## config.mk

```make
export PLATFORM = sky130hd
export DESIGN_NAME = uart_rx_param
export DESIGN_NICKNAME = d
export VERILOG_FILES = /design/src/rtl/uart_rx_param.sv
export SDC_FILE = /design/constraint.sdc
export NUM_CORES = 1
export LEC_CHECK = 0
export CAP_MARGIN = 20
export CORE_MARGIN = 2
export CORE_UTILIZATION = 40
export CTS_CLUSTER_DIAMETER = 200
export DETAILED_ROUTE_END_ITERATION = 10
export SLEW_MARGIN = 20
export SYNTH_ARGS = -nofsm -noshare
export SYNTH_HDL_FRONTEND = slang
export SYNTH_SLANG_ARGS = --single-unit
```

## constraint.sdc

```tcl
create_clock -name clk -period 3.55 [get_ports clk]
set_clock_uncertainty 0.2 [all_clocks]
set_input_delay 0.5325 -clock clk [delete_from_list [all_inputs] [get_ports clk]]
set_output_delay 0.5325 -clock clk [all_outputs]
set_load 0.01 [all_outputs]
```

## src/rtl/uart_rx_param.sv

```systemverilog
// Oversampling UART receiver: DATA_BITS data bits, optional parity, 1 or 2 stop bits.
// Each bit is sampled at mid-bit using a shared OVERSAMPLE x baud tick enable.
module uart_rx_param #(
    parameter int DATA_BITS  = 8,
    parameter int OVERSAMPLE = 16,
    parameter int PARITY_EN  = 0,
    parameter int PARITY_ODD = 0,
    parameter int STOP_BITS  = 1
) (
    input  logic                 clk,
    input  logic                 reset,
    input  logic                 i_baud_tick,
    input  logic                 i_rxd,
    output logic [DATA_BITS-1:0] o_rx_data,
    output logic                 o_rx_valid,
    output logic                 o_parity_err,
    output logic                 o_frame_err,
    output logic                 o_busy
);

    localparam int TW = $clog2(OVERSAMPLE);
    localparam logic [TW-1:0] TICK_MID  = TW'(OVERSAMPLE / 2 - 1);
    localparam logic [TW-1:0] TICK_END  = TW'(OVERSAMPLE - 1);
    localparam logic [3:0]    LAST_DATA = 4'(DATA_BITS - 1);
    localparam logic [3:0]    LAST_STOP = 4'(STOP_BITS - 1);
    localparam logic          PAR_ODD   = 1'(PARITY_ODD);

    typedef enum logic [2:0] {
        S_IDLE,
        S_START,
        S_DATA,
        S_PARITY,
        S_STOP
    } state_t;

    state_t                 state;
    logic                   rxd_m;
    logic                   rxd_s;
    logic                   rxd_d;
    logic [TW-1:0]          tick_cnt;
    logic [3:0]             bit_cnt;
    logic [DATA_BITS-1:0]   shift_reg;
    logic                   par_acc;
    logic                   par_err;
    logic                   fe_acc;
    logic                   frame_done;

    // Synchronizer flops reset to the idle line level so reset never fakes a start edge.
    always_ff @(posedge clk) begin
        if (reset) begin
            rxd_m <= 1'b1;
            rxd_s <= 1'b1;
            rxd_d <= 1'b1;
        end else begin
            rxd_m <= i_rxd;
            rxd_s <= rxd_m;
            rxd_d <= rxd_s;
        end
    end

    always_ff @(posedge clk) begin
        if (reset) begin
            state      <= S_IDLE;
            tick_cnt   <= '0;
            bit_cnt    <= '0;
            shift_reg  <= '0;
            par_acc    <= 1'b0;
            par_err    <= 1'b0;
            fe_acc     <= 1'b0;
            frame_done <= 1'b0;
            o_busy     <= 1'b0;
        end else begin
            frame_done <= 1'b0;
            case (state)
                S_IDLE: begin
                    // Only a falling edge starts a frame; a line stuck low never re-triggers.
                    if (rxd_d && !rxd_s) begin
                        state    <= S_START;
                        tick_cnt <= '0;
                        bit_cnt  <= '0;
                        par_acc  <= 1'b0;
                        par_err  <= 1'b0;
                        fe_acc   <= 1'b0;
                        o_busy   <= 1'b1;
                    end
                end
                S_START: begin
                    if (i_baud_tick) begin
                        if (tick_cnt == TICK_MID) begin
                            tick_cnt <= '0;
                            if (!rxd_s) begin
                                state <= S_DATA;
                            end else begin
                                state  <= S_IDLE;
                                o_busy <= 1'b0;
                            end
                        end else begin
                            tick_cnt <= tick_cnt + TW'(1);
                        end
                    end
                end
                S_DATA: begin
                    if (i_baud_tick) begin
                        if (tick_cnt == TICK_END) begin
                            tick_cnt  <= '0;
                            shift_reg <= {rxd_s, shift_reg[DATA_BITS-1:1]};
                            par_acc   <= par_acc ^ rxd_s;
                            if (bit_cnt == LAST_DATA) begin
                                bit_cnt <= '0;
                                state   <= (PARITY_EN != 0) ? S_PARITY : S_STOP;
                            end else begin
                                bit_cnt <= bit_cnt + 4'd1;
                            end
                        end else begin
                            tick_cnt <= tick_cnt + TW'(1);
                        end
                    end
                end
                S_PARITY: begin
                    if (i_baud_tick) begin
                        if (tick_cnt == TICK_END) begin
                            tick_cnt <= '0;
                            par_err  <= par_acc ^ rxd_s ^ PAR_ODD;
                            state    <= S_STOP;
                        end else begin
                            tick_cnt <= tick_cnt + TW'(1);
                        end
                    end
                end
                S_STOP: begin
                    if (i_baud_tick) begin
                        if (tick_cnt == TICK_END) begin
                            tick_cnt <= '0;
                            if (!rxd_s) begin
                                fe_acc <= 1'b1;
                            end
                            // Leaving at mid stop bit leaves half a bit to catch the next start edge.
                            if (bit_cnt == LAST_STOP) begin
                                bit_cnt    <= '0;
                                state      <= S_IDLE;
                                o_busy     <= 1'b0;
                                frame_done <= 1'b1;
                            end else begin
                                bit_cnt <= bit_cnt + 4'd1;
                            end
                        end else begin
                            tick_cnt <= tick_cnt + TW'(1);
                        end
                    end
                end
                default: begin
                    state  <= S_IDLE;
                    o_busy <= 1'b0;
                end
            endcase
        end
    end

    always_ff @(posedge clk) begin
        if (reset) begin
            o_rx_valid   <= 1'b0;
            o_rx_data    <= '0;
            o_parity_err <= 1'b0;
            o_frame_err  <= 1'b0;
        end else begin
            o_rx_valid <= frame_done;
            if (frame_done) begin
                o_rx_data    <= shift_reg;
                o_parity_err <= (PARITY_EN != 0) ? par_err : 1'b0;
                o_frame_err  <= fe_acc;
            end
        end
    end

endmodule

```

# Yosys cells after proc, flatten, opt, wreduce, memory -nomap -nowiden

Cells that the tools add are included.

Register bits after elaboration: 35
Input bits: 4

Add/sub/neg operators: 2
Equal/unequal tests: 21
Mux-type cells: 40
Bitwise gates (word level): 4
Reduce and logical (&&, ||, !) cells: 16

Operator list:

| operator            | count |
|---|---|
| $mux 4              | 11 |
| $mux 3              | 11 |
| $ne 2x2->1 const B  | 13 |
| $pmux 4 s3          | 2 |
| $pmux 3 s5          | 1 |
| $mux 1              | 12 |
| $reduce_and 11->1   | 1 |
| $add 4x1->4 const B | 2 |
| $eq 4x3->1 const B  | 2 |
| $reduce_and 8->1    | 1 |
| $eq 3x2->1 const B  | 2 |
| $reduce_and 6->1    | 1 |
| $reduce_bool 3->1   | 2 |
| $reduce_and 5->1    | 1 |
| $eq 4x4->1 const B  | 1 |
| $logic_not 4->1     | 1 |
| $not 1->1           | 4 |
| $pmux 1 s4          | 1 |
| $reduce_and 4->1    | 1 |
| $reduce_or 4->1     | 1 |
| $eq 3x1->1 const B  | 1 |
| $eq 3x3->1 const B  | 1 |
| $logic_not 3->1     | 1 |
| $reduce_and 3->1    | 1 |
| 8 further kinds     | 8 |

# Logic depth before layout (Yosys ltp)

Depth after elaboration: 5
Mapped depth: 8

# Worst setup path after synthesis

Ideal clock, no wire load.

Path kind: input -> register
From: input i_baud_tick
To: register tick_cnt[3]
Setup time: 0.074 ns
Arrival: 1.782 ns
Required time: 3.276 ns
Setup slack: 1.494 ns
Stages: 5
Path through: or3b_1 and3_1 buf_6 or4_1 a31oi_1

Word-level cells in the longest chain between the ends: 2
Elaborated cells on any way between the ends: 3

RTL lines:

| what                                                      | RTL line | text |
|---|---|---|
| start: declaration                                        | 12       | `input logic i_baud_tick,` |
| $ne 2x1->1 (no source line) or $ne 2x2->1 (tied branches) | --       |  |
| $reduce_and 4->1 (no source line) (*)                     | --       |  |
| end signal: assignment                                    | 98       | `tick_cnt <= tick_cnt + TW'(1);` |
| end signal: assignment                                    | 115      | `tick_cnt <= tick_cnt + TW'(1);` |
| end signal: assignment                                    | 126      | `tick_cnt <= tick_cnt + TW'(1);` |
| end: declaration                                          | 40       | `logic [TW-1:0] tick_cnt;` |

Mark *: on every way between the ends. The rest lies on a longest branch, timed or not.
A chain may end at the register's enable or synchronous reset.

# Final worst setup path

From: input i_baud_tick
To: register bit_cnt[3]

Word-level cells in the longest chain between the ends: 2
Elaborated cells on any way between the ends: 3

RTL lines:

| what                                  | RTL line | text |
|---|---|---|
| $ne 2x2->1 (no source line)           | --       |  |
| $reduce_and 6->1 (no source line) (*) | --       |  |
| end signal: assignment                | 112      | `bit_cnt <= bit_cnt + 4'd1;` |
| end signal: assignment                | 144      | `bit_cnt <= bit_cnt + 4'd1;` |
| end: declaration                      | 41       | `logic [3:0] bit_cnt;` |

Marks and branches as above.

==> reports/results.tsv <==
metric	value	unit
outcome	completed	
RD Place Congestion	0.7762	
RSZ-0062 raised after global routing	false	
layout cell share with drive strength beyond 1	0.09694	
Reg-to-Reg End	bit_cnt[3]	
NumNets Final	202	
Area Overhead vs Synth	13.47	%
M1 WL	1.473	mm
CTS Hold Buffers Added	0	
hold depth	1	
Crit Reg-Reg Startpoint	tick_cnt[0]	
Core Footprint	3943	µm²
Placement Cell Area	1759	µm²
Multi-input gate area	822.0	µm²
initial antenna violation count	0	
clock power share	0.392	
Worst Reg-to-Reg Cells	6	
die width	67.75	µm
Die ar.	4589	µm²
syn_area_per_cell	8.691	µm²
Critical Path Max Stage Delay	0.53	ns
CTS root buffer	clkbuf_8	
CP Cell Sequence	clkdlybuf4s50_1, and4_1, nand2_2, o211a_1, or4_1, a21oi_1	
clock sink count	35	
crit start category	primary input	
total track usage	0.1515	
worst-case clock buffer depth	2	
R2R Setup Slk	0.97	ns
Max Cap Viol	0	
DRC	0	
post-synth cell types	43	
hpwl dp	2.196	mm
Leakage	0.5960	nW
NetSw	160.4	µW
drt initial violations	87	
Syn Std Cell Area	1625	µm²
CP top delay family	simple AND/OR/NAND/NOR gates	
Antenna Nets Post-Route	0	
maximum VDD drop	0.2334	mV
IO buf count	14	
post-CTS setup buffer count	0	
PwrDens	382.7	nW/µm²
Yosys reg bits	35	
syn nets	194	
Fillers	374	
post-synthesis sequential area ratio	0.4311	
switching share of total power	0.2273	
Met3 Routed Length	82	µm
CTS H-tree depth	2	
leading area contributor after synthesis	dfxtp_1	
Required @ worst endpoint	3.54	ns
Placement Rows	23	
Hold Path Sink	rxd_s	
Comb pwr share	0.043	
Num CTS Buffers	5	
Initial Util	0.4123	
cell area after layout	1844	µm²
number of global-route vias before repair	1152	
critical path depth	6	
Vias/cell	5.350	
most common cell in the synthesized netlist	dfxtp_1	
Pre-Repair DR Iteration Count	4	
met2 wire len	1.456	mm
final max-slew violation count	0	
Clock transition at path regs	0.07	ns
Buffers & Inverters on Critical Path	1	
CTS tree	built	
Pint	545.4	µW
worst skew pair latency	0.29	ns
Hold Slack	0.2101	ns
EDFF count, synth	0	
fin crit share	0.7498	
sequential power share	0.566	
Cells after Synth	187	
Ports	16	
Worst Hold Launch	rxd_m	
Die Ht	67.75	µm
Worst-Margin Slew	1.012	ns
Setup TNS	0	ns
global route total overflow	0	
Warnings, synthesis	0	
Max Clock Freq	0.3757	GHz
Yosys top cell area share	0.4311	
ys flop type	dfxtp_1	
Post-Place Cells	238	
critical path type	in -> reg	
Hold Fails Final Rpt	0	
Diodes inserted	0	
Reg area	700.7	µm²
Layout Cells excl Fill	246	
Crit. End Element	flop	
first-pass GRT wire length	5.119	mm
Async SR Flop Fraction	0	
largest net degree at the start of global routing	30	
Top Layer Used	met4	
crit path time final	2.662	ns
Via Count	1316	
CP Data Arrival Time	2.65	ns
total power	705.8	µW
post-CTS sizing	0	
Rel. slew slack	0.3233	
Synth top cells by count	dfxtp_1, a21oi_1, nand2_1, nor2_1	
WL per Instance	12.50	µm
Final Setup Violations	0	
top cells by area, synth	dfxtp_1, mux2i_1, a21oi_1	
overall routed net length	3.075	mm
worst min path class	reg -> reg	
CP max stage cell	clkdlybuf4s50_1	
Max FO, Critical Path	11	
[final cells by class]
cell class                      instances  area share
Inverter                                5     0.01018
Clock buffer                            6     0.03935
Clock inverter                          2    0.006784
Multi-Input combinational cell        132      0.4457
Sequential cell                        35      0.3799
Timing Repair Buffer                   16     0.08412
Tap cell                               50     0.03392
[cells by family after synthesis]
logic type / count (synthesis) / synth area share
flops: 35 / 0.4311
xor+xnor: 2 / 0.01078
fa+ha+maj: 3 / 0.02310
mux: 13 / 0.08160
buf+inv: 20 / 0.06312
compound gates: 37 / 0.1370
simple gates: 76 / 0.2510
other cells: 1 / 0.002307
[metrics by stage]
step	setup slack [ns]	utilization
6_report	0.8882	0.4678
5_1_grt	0.7858	0.4678
4_1_cts	0.9036	0.4678
3_5_place_dp	0.5985	0.4462
3_3_place_gp	0.7404	0.4462
2_1_floorplan	1.494	-
[worst register-to-register path, cell delays in order (launching register included)]
cell     delay (ns)
dfxtp_1        0.37
ha_1           0.31
and4_1         0.47
nand2_2        0.22
o211a_1        0.22
or4_1          0.51
a21oi_1        0.18
[layout by cell type (no fill, tap or decap), drive strengths merged, types with 2 or more instances in the layout]
master	instances
a21oi	16
a22oi	2
a31oi	4
buf	2
clkbuf	6
clkdlybuf4s50	14
dfxtp	35
ha	3
inv	5
mux2	2
mux2i	11
nand2	17
nand2b	3
nand3	11
nor2	17
nor2b	6
nor3	2
nor3b	4
o211ai	4
o21ai	6
or2	4
or3b	2
or4	2
xnor2	2
[metal layers]
layer,GRT usage,vias to the layer above
li1,-,670
met1,0.1843,623
met2,0.2439,17
met3,0.04500,6
met4,0.07143,0
met5,0,-
[worst max path at each step]
stage | startpoint | slack (ns) | endpoint
2_1_floorplan | i_baud_tick | 1.49 | tick_cnt[3]
3_3_place_gp | i_baud_tick | 0.74 | bit_cnt[3]
3_5_place_dp | i_baud_tick | 0.60 | bit_cnt[3]
4_1_cts | i_baud_tick | 0.90 | bit_cnt[3]
5_1_grt | i_baud_tick | 0.79 | bit_cnt[3]
6_report | i_baud_tick | 0.89 | bit_cnt[3]
[power by group through the flow]
| stage | registers (mW) | clock network [mW] | logic (mW) |
|---|---|---|---|
| floorplan | 0.406 | 0 | 0.0257 |
| global placement | 0.408 | 0 | 0.0295 |
| detailed placement | 0.408 | 0 | 0.0302 |
| CTS | 0.399 | 0.285 | 0.0303 |
| global route | 0.399 | 0.301 | 0.0335 |
| finish | 0.399 | 0.276 | 0.0302 |
Note: power is estimated with default switching activity, not from simulation.
